[config.mk]
export PLATFORM = sky130hd
export DESIGN_NAME = id_stage
export DESIGN_NICKNAME = d
export VERILOG_FILES = /design/src/rtl/cpu_pkg.sv /design/src/rtl/id_decode.sv /design/src/rtl/id_stage.sv
export SDC_FILE = /design/constraint.sdc
export NUM_CORES = 1
export LEC_CHECK = 0
export CAP_MARGIN = 20
export CORE_ASPECT_RATIO = 0.9
export CORE_UTILIZATION = 35
export CTS_BUF_LIST = sky130_fd_sc_hd__clkbuf_8 sky130_fd_sc_hd__clkbuf_16
export DETAILED_ROUTE_END_ITERATION = 10
export HOLD_SLACK_MARGIN = 0.05
export PLACE_DENSITY = 0.78
export SYNTH_ARGS = -nofsm -noshare
export SYNTH_HDL_FRONTEND = slang
export SYNTH_SLANG_ARGS = --single-unit
export TNS_END_PERCENT = 100
[constraint.sdc]
create_clock -name clock -period 2.8 [get_ports clock]
set_input_delay 0.42 -clock clock [delete_from_list [all_inputs] [get_ports clock]]
set_output_delay 0.42 -clock clock [all_outputs]
set_load 0.005 [all_outputs]
[src/rtl/cpu_pkg.sv]
// Shared CPU definitions: instruction field positions, opcode/funct values,
// ALU operation encodings and the decoded-control bundle.
package cpu_pkg;

    // Instruction field bit positions
    localparam int unsigned OpcHi   = 31;
    localparam int unsigned OpcLo   = 26;
    localparam int unsigned RsHi    = 25;
    localparam int unsigned RsLo    = 21;
    localparam int unsigned RtHi    = 20;
    localparam int unsigned RtLo    = 16;
    localparam int unsigned RdHi    = 15;
    localparam int unsigned RdLo    = 11;
    localparam int unsigned FunctHi = 5;
    localparam int unsigned FunctLo = 0;
    localparam int unsigned ImmHi   = 15;
    localparam int unsigned ImmLo   = 0;

    // Instruction register fields are always 5 bits wide
    localparam int unsigned RegFieldW = 5;

    // Opcodes
    localparam logic [5:0] OpRtype = 6'h00;
    localparam logic [5:0] OpBeq   = 6'h04;
    localparam logic [5:0] OpAddi  = 6'h08;
    localparam logic [5:0] OpLw    = 6'h23;
    localparam logic [5:0] OpSw    = 6'h2B;

    // R-type funct codes
    localparam logic [5:0] FnAdd = 6'h20;
    localparam logic [5:0] FnSub = 6'h22;
    localparam logic [5:0] FnAnd = 6'h24;
    localparam logic [5:0] FnOr  = 6'h25;
    localparam logic [5:0] FnSlt = 6'h2A;

    typedef enum logic [2:0] {
        AluAdd = 3'd0,
        AluSub = 3'd1,
        AluAnd = 3'd2,
        AluOr  = 3'd3,
        AluSlt = 3'd4
    } aluop_e;

    // Decoded control for one instruction. uses_rt marks formats that read rt
    // as a source (R-type, SW, BEQ) and feeds only the load-use check.
    typedef struct packed {
        logic                 regwrite;
        logic                 memread;
        logic                 memwrite;
        logic                 branch;
        logic                 alusrc;
        logic                 illegal;
        aluop_e               aluop;
        logic [RegFieldW-1:0] wa;
        logic                 uses_rt;
    } ctrl_t;

endpackage

[src/rtl/id_decode.sv]
// Combinational instruction decoder: instruction word to control bundle.
module id_decode
    import cpu_pkg::*;
(
    input  logic [31:0] i_instr,
    output ctrl_t       o_ctrl
);

    logic [5:0]           w_opcode;
    logic [5:0]           w_funct;
    logic [RegFieldW-1:0] w_rt;
    logic [RegFieldW-1:0] w_rd;
    ctrl_t                w_ctrl;

    assign w_opcode = i_instr[OpcHi:OpcLo];
    assign w_funct  = i_instr[FunctHi:FunctLo];
    assign w_rt     = i_instr[RtHi:RtLo];
    assign w_rd     = i_instr[RdHi:RdLo];

    // Decode opcode/funct into control; illegal encodings keep only the illegal flag
    always_comb begin
        w_ctrl       = '0;
        w_ctrl.aluop = AluAdd;
        case (w_opcode)
            OpRtype: begin
                w_ctrl.uses_rt  = 1'b1;
                w_ctrl.regwrite = 1'b1;
                w_ctrl.wa       = w_rd;
                case (w_funct)
                    FnAdd:   w_ctrl.aluop = AluAdd;
                    FnSub:   w_ctrl.aluop = AluSub;
                    FnAnd:   w_ctrl.aluop = AluAnd;
                    FnOr:    w_ctrl.aluop = AluOr;
                    FnSlt:   w_ctrl.aluop = AluSlt;
                    default: w_ctrl.illegal = 1'b1;
                endcase
            end
            OpAddi: begin
                w_ctrl.regwrite = 1'b1;
                w_ctrl.alusrc   = 1'b1;
                w_ctrl.wa       = w_rt;
            end
            OpLw: begin
                w_ctrl.regwrite = 1'b1;
                w_ctrl.memread  = 1'b1;
                w_ctrl.alusrc   = 1'b1;
                w_ctrl.wa       = w_rt;
            end
            OpSw: begin
                w_ctrl.memwrite = 1'b1;
                w_ctrl.alusrc   = 1'b1;
                w_ctrl.uses_rt  = 1'b1;
            end
            OpBeq: begin
                w_ctrl.branch  = 1'b1;
                w_ctrl.aluop   = AluSub;
                w_ctrl.uses_rt = 1'b1;
            end
            default: w_ctrl.illegal = 1'b1;
        endcase

        if (w_ctrl.illegal) begin
            w_ctrl.regwrite = 1'b0;
            w_ctrl.aluop    = AluAdd;
            w_ctrl.wa       = '0;
        end
        // r0 is hardwired; never request a write to it
        if (w_ctrl.wa == '0) begin
            w_ctrl.regwrite = 1'b0;
        end
    end

    assign o_ctrl = w_ctrl;

endmodule

[src/rtl/id_stage.sv]
// Instruction-decode stage: register-file addressing, decode, load-use hazard
// detection and the ID/EX pipeline register.
module id_stage
    import cpu_pkg::*;
#(
    parameter int unsigned N = 32,
    parameter int unsigned R = 5
) (
    input  logic         clock,
    input  logic         reset,
    input  logic         if_valid,
    input  logic [31:0]  if_instr,
    input  logic [N-1:0] if_pc,
    input  logic         flush,
    input  logic         ex_hold,
    output logic         id_stall,
    output logic [R-1:0] raA,
    output logic [R-1:0] raB,
    input  logic [N-1:0] rdA,
    input  logic [N-1:0] rdB,
    output logic         ex_valid,
    output logic         ex_regwrite,
    output logic         ex_memread,
    output logic         ex_memwrite,
    output logic         ex_branch,
    output logic         ex_alusrc,
    output logic         ex_illegal,
    output logic [2:0]   ex_aluop,
    output logic [N-1:0] ex_pc,
    output logic [N-1:0] ex_a,
    output logic [N-1:0] ex_b,
    output logic [N-1:0] ex_imm,
    output logic [R-1:0] ex_rs,
    output logic [R-1:0] ex_rt,
    output logic [R-1:0] ex_wa,
    output logic [31:0]  stall_count
);

    typedef struct packed {
        logic         valid;
        logic         regwrite;
        logic         memread;
        logic         memwrite;
        logic         branch;
        logic         alusrc;
        logic         illegal;
        logic [2:0]   aluop;
        logic [N-1:0] pc;
        logic [N-1:0] a;
        logic [N-1:0] b;
        logic [N-1:0] imm;
        logic [R-1:0] rs;
        logic [R-1:0] rt;
        logic [R-1:0] wa;
    } idex_t;

    ctrl_t        w_ctrl;
    logic [R-1:0] w_rs;
    logic [R-1:0] w_rt;
    logic [N-1:0] w_imm_ext;
    logic         w_hazard;
    logic         w_load_use;
    logic         w_upd;
    idex_t        w_idex_d;
    idex_t        r_idex;
    logic [31:0]  r_stall_count;
    logic [31:0]  w_stall_count_d;

    id_decode u_decode (
        .i_instr (if_instr),
        .o_ctrl  (w_ctrl)
    );

    assign w_rs      = R'(if_instr[RsHi:RsLo]);
    assign w_rt      = R'(if_instr[RtHi:RtLo]);
    assign w_imm_ext = {{(N-16){if_instr[ImmHi]}}, if_instr[ImmHi:ImmLo]};

    assign raA = w_rs;
    assign raB = w_rt;

    // A load in EX whose target is read by the instruction in ID must stall one cycle
    assign w_hazard = if_valid && r_idex.valid && r_idex.memread && (r_idex.rt != '0) &&
                      ((r_idex.rt == w_rs) || (w_ctrl.uses_rt && (r_idex.rt == w_rt)));

    // flush squashes ID, so neither a hold nor a hazard can stall IF that cycle
    assign id_stall   = !flush && (ex_hold || w_hazard);
    assign w_load_use = !flush && !ex_hold && w_hazard;

    // Next ID/EX contents: flush, hold, load-use bubble, then normal issue
    always_comb begin
        w_idex_d = '0;
        w_upd    = 1'b1;
        if (flush) begin
            w_idex_d = '0;
        end else if (ex_hold) begin
            w_upd = 1'b0;
        end else if (w_hazard) begin
            w_idex_d = '0;
        end else if (if_valid) begin
            w_idex_d.valid    = 1'b1;
            w_idex_d.regwrite = w_ctrl.regwrite;
            w_idex_d.memread  = w_ctrl.memread;
            w_idex_d.memwrite = w_ctrl.memwrite;
            w_idex_d.branch   = w_ctrl.branch;
            w_idex_d.alusrc   = w_ctrl.alusrc;
            w_idex_d.illegal  = w_ctrl.illegal;
            w_idex_d.aluop    = w_ctrl.aluop;
            w_idex_d.pc       = if_pc;
            w_idex_d.a        = rdA;
            w_idex_d.b        = rdB;
            w_idex_d.imm      = w_imm_ext;
            w_idex_d.rs       = w_rs;
            w_idex_d.rt       = w_rt;
            w_idex_d.wa       = R'(w_ctrl.wa);
        end
    end

    // Saturating stall counter next value
    always_comb begin
        w_stall_count_d = r_stall_count;
        if (w_load_use && (r_stall_count != '1)) begin
            w_stall_count_d = r_stall_count + 32'd1;
        end
    end

    // ID/EX pipeline register and stall counter
    always_ff @(posedge clock or negedge reset) begin
        if (!reset) begin
            r_idex        <= '0;
            r_stall_count <= '0;
        end else begin
            if (w_upd) begin
                r_idex <= w_idex_d;
            end
            r_stall_count <= w_stall_count_d;
        end
    end

    assign ex_valid    = r_idex.valid;
    assign ex_regwrite = r_idex.regwrite;
    assign ex_memread  = r_idex.memread;
    assign ex_memwrite = r_idex.memwrite;
    assign ex_branch   = r_idex.branch;
    assign ex_alusrc   = r_idex.alusrc;
    assign ex_illegal  = r_idex.illegal;
    assign ex_aluop    = r_idex.aluop;
    assign ex_pc       = r_idex.pc;
    assign ex_a        = r_idex.a;
    assign ex_b        = r_idex.b;
    assign ex_imm      = r_idex.imm;
    assign ex_rs       = r_idex.rs;
    assign ex_rt       = r_idex.rt;
    assign ex_wa       = r_idex.wa;
    assign stall_count = r_stall_count;

endmodule

==> flow_summary_export.csv <==
group,metric,value,unit
sta,max_freq,372,MHz
critical_path,crit_required,2.38,ns
sta,layout_min_cycle_time,2.69,ns
yosys,avgSynthCellArea,12.4,sq um
placed_design,port_buffers,328,
yosys,ys_ff_latch,169,
detailed_routing,vias,6022,
yosys,yosys_warnings,0,
critical_path,cp_cell_sequence,"clkdlybuf4s50_1 -> buf_4 -> nand4_1 -> o21ai_4 -> or4b_1 -> a21o_1 -> a21oi_2 -> buf_2",
floorplanning,rows,48,
yosys,async_flop_share,100,%
final_layout,drive_above_1_share,10.0,%
flow_run,maxCapViolCount,0,
sta,rsz0062_at_grt,"false",
critical_path,cp_slowest_cell,"clkdlybuf4s50_1",
clock_network,path_clk_slew,0.06,ns
sta,finalClockSkew,0.0180,ns
critical_path,cp.arrival,2.27,ns
yosys,synth_area,0.00700,sq mm
final_layout,fin_nets,1029,
global_route,top_usage_layer,"met2",
final_layout,area_delta_synth_final,61.1,%
clock_network,cts_buffers,17,
floorplanning,ios,329,
placed_design,hpwlAfterDp,16800,microns
global_route,antenna_found_initial,1,
global_route,grt_util_met2,38.0,%
floorplanning,die_area,0.0206,sq mm
floorplanning,initial_core_util,36.1,%
critical_path,slowest_delay,0.48,ns
power,power_leakage,5.05,nW
clock_network,cts_buffer_depth,2,
clock_network,cts_tree,"yes",
clock_network,htree_levels,4,
detailed_routing,viasPerCell,5.20,
global_route,grt_pass1_wl,34500,microns
final_layout,fill_cells,1621,
clock_network,clkLatencyLatePin,0.43,ns
sta,tightest_slew,0.696,ns
sta,layout_setup_ws,0.111,ns
critical_path,critPathKind,"in -> out",
sta,finalSetupViolations,0,
sta,finalMaxSlewViolations,0,
final_layout,design_area,0.0113,sq mm
detailed_routing,firstDrtPassIters,4,
detailed_routing,drcViolationCount,0,
status,status,"finished clean",
global_route,grt_usage,22.6,%
power,ir_drop,0.000261,V
sta,final-hold-violation-count,0,
floorplanning,coreArea,0.0194,sq mm
clock_network,cts.sinks,169,
global_route,gr-usage-met1,27.1,%
yosys,synth_nets,696,
placed_design,post-place-ws,-0.424,ns
final_layout,multiInputGateArea,0.00243,sq mm
global_route,grt_pass1_vias,6034,
yosys,synth.distinct_cells,40,
sta,fin_crit_sh,96.0,%
global_route,grt_max_degree,71,
global_route,overflow,0,
floorplanning,die_x,151,microns
detailed_routing,final_antenna_net_count,0,
yosys,ys_seq_area_share,60.4,%
placed_design,gp_congestion,0.832,
detailed_routing,wl_per_cell,19.7,microns
critical_path,critPathCaptureType,"output pin",
hold_path,min_path_type,"reg -> reg",
critical_path,startpoint_type,"input pin",
detailed_routing,drt_iter0_markers,286,
placed_design,dpl_cell_area,0.0106,sq mm
clock_network,root_buffer,"clkbuf_16",
floorplanning,die_height,136,microns
yosys,synth-edff-count,0,
sta,relSlewSlack,53.6,%
power,total_power,0.00550,W
yosys,synthCells,562,
critical_path,cp_top_family,"buffers and inverters",
critical_path,cp_max_fo,3,
sta,tns,0,ns
yosys,yosys_most_used_dff,"dfrtp_1",
power,p_per_area,488,mW/mm^2
critical_path,worst-path-buf-inv,3,
final_layout,seq_area,0.00423,sq mm
final_layout,fin_cells,1159,
global_route,grt_use_met3,7.68,%
placed_design,dpl.cell_count,1119,
detailed_routing,routed_wl,22900,microns
kinds of logic after synthesis:
kind of cell	share of synthesized area, %
DFF	60.4
AOI/OAI and AO/OA	18.3
and+or+nand+nor	9.96
buffers and inverters	5.53
xor gates and xnor gates	5.13
muxes	0.465
adders and majority gates	0.179
cell type report:
cell class,instances,share of cell area [%]
multi-input combinational,328,21.5
timing repair buffer,376,33.0
clock inverter,15,1.24
sequential,169,37.5
clock buffer,17,3.77
antenna,1,0.0222
tap,250,2.78
inverter,3,0.0999
layout by cell type (no fill, tap or decap), types with 3 or more instances in the layout:
master,n
nand3_1,19
xnor2_1,10
nand2_1,25
nand4b_1,3
nor3_1,22
buf_12,6
o21ai_0,11
dfrtp_1,169
nor4_2,3
nor4_1,7
a32o_1,4
a22o_1,122
xor2_1,31
clkinv_4,4
nand2b_1,5
a22oi_1,6
buf_4,41
and3_1,8
nor2_1,15
clkdlybuf4s50_1,323
inv_6,5
nand4_1,9
inv_1,5
clkbuf_16,17
where the power goes:
group / switching, W / internal, W / total (W)
logic: 0.000256 / 0.000402 / 0.000657
registers: 0.0000484 / 0.00251 / 0.00256
clock network: 0.00104 / 0.00124 / 0.00228
repair_timing:
item,CTS,global route
setup endpoints to repair,1,9
gates resized for setup,5,8
hold buffers,1,0
hold endpoints to repair,56,0
pin swaps,3,2
buffers inserted,6,0
gates cloned,0,0
flip-flops by register name, indices dropped and copies added (netlist names):
| signal | flops |
|---|---|
| ex_a | 32 |
| ex_aluop | 3 |
| ex_alusrc | 1 |
| ex_b | 32 |
| ex_branch | 1 |
| ex_illegal | 1 |
| ex_imm | 16 |
| ex_memread | 1 |
| ex_memwrite | 1 |
| ex_pc | 32 |
| ex_regwrite | 1 |
| ex_rs | 5 |
| ex_rt | 5 |
| ex_valid | 1 |
| ex_wa | 5 |
| stall_count | 32 |
routing by layer:
metal | part of all wire (%) | vias to the layer above | routed length, microns
met4 | 2.0 | 0 | 451
met3 | 7.9 | 26 | 1810
met2 | 49 | 261 | 11300
li1 | - | 2742 | -
met1 | 41 | 2993 | 9300
met5 | 0 | - | 0
stage by stage:
stage / hold WS [ns] / utilization, %
floorplan: 0.124 / -
global placement: 0.456 / 54.7
detailed placement: 0.471 / 54.7
CTS: 0.486 / 57.9
global route: 0.510 / 58.1
finish: 0.484 / 58.1
final timing paths:
| path | startpoint | to | slack (ns) | depth (start not counted) |
|---|---|---|---|---|
| max in group asynchronous | reset | stall_count[8] | 1.51 | 3 |
| max reg2reg | ex_rt[1] | stall_count[0] | 0.27 | 9 |
| max | if_instr[26] | id_stall | 0.11 | 8 |
| min in group asynchronous | reset | stall_count[31] | 0.58 | 2 |
| min reg2reg | ex_illegal | ex_illegal | 0.48 | 2 |
| min | ex_illegal | ex_illegal | 0.48 | 2 |
cell usage after synthesis, drive strengths merged (4+ instances only):
cell type / n / area [sq um]
a22o: 122 / 1070
a22oi: 6 / 45.0
a32o: 4 / 40.0
and3: 8 / 50.1
buf: 32 / 263
clkbuf: 30 / 113
dfrtp: 169 / 4230
nand2: 25 / 93.8
nand2b: 5 / 31.3
nand3: 19 / 95.1
nand4: 9 / 56.3
nor2: 16 / 60.1
nor3: 22 / 110
nor4: 10 / 68.8
o21ai: 12 / 63.8
xnor2: 10 / 87.6
xor2: 31 / 272
tightest hold or removal path, cell delays in order, from the launching register on:
cell     delay [ns]
dfrtp_1        0.35
nand2_1        0.05
o21ai_0        0.06
No activity file was read; power rests on OpenSTA's default activity.
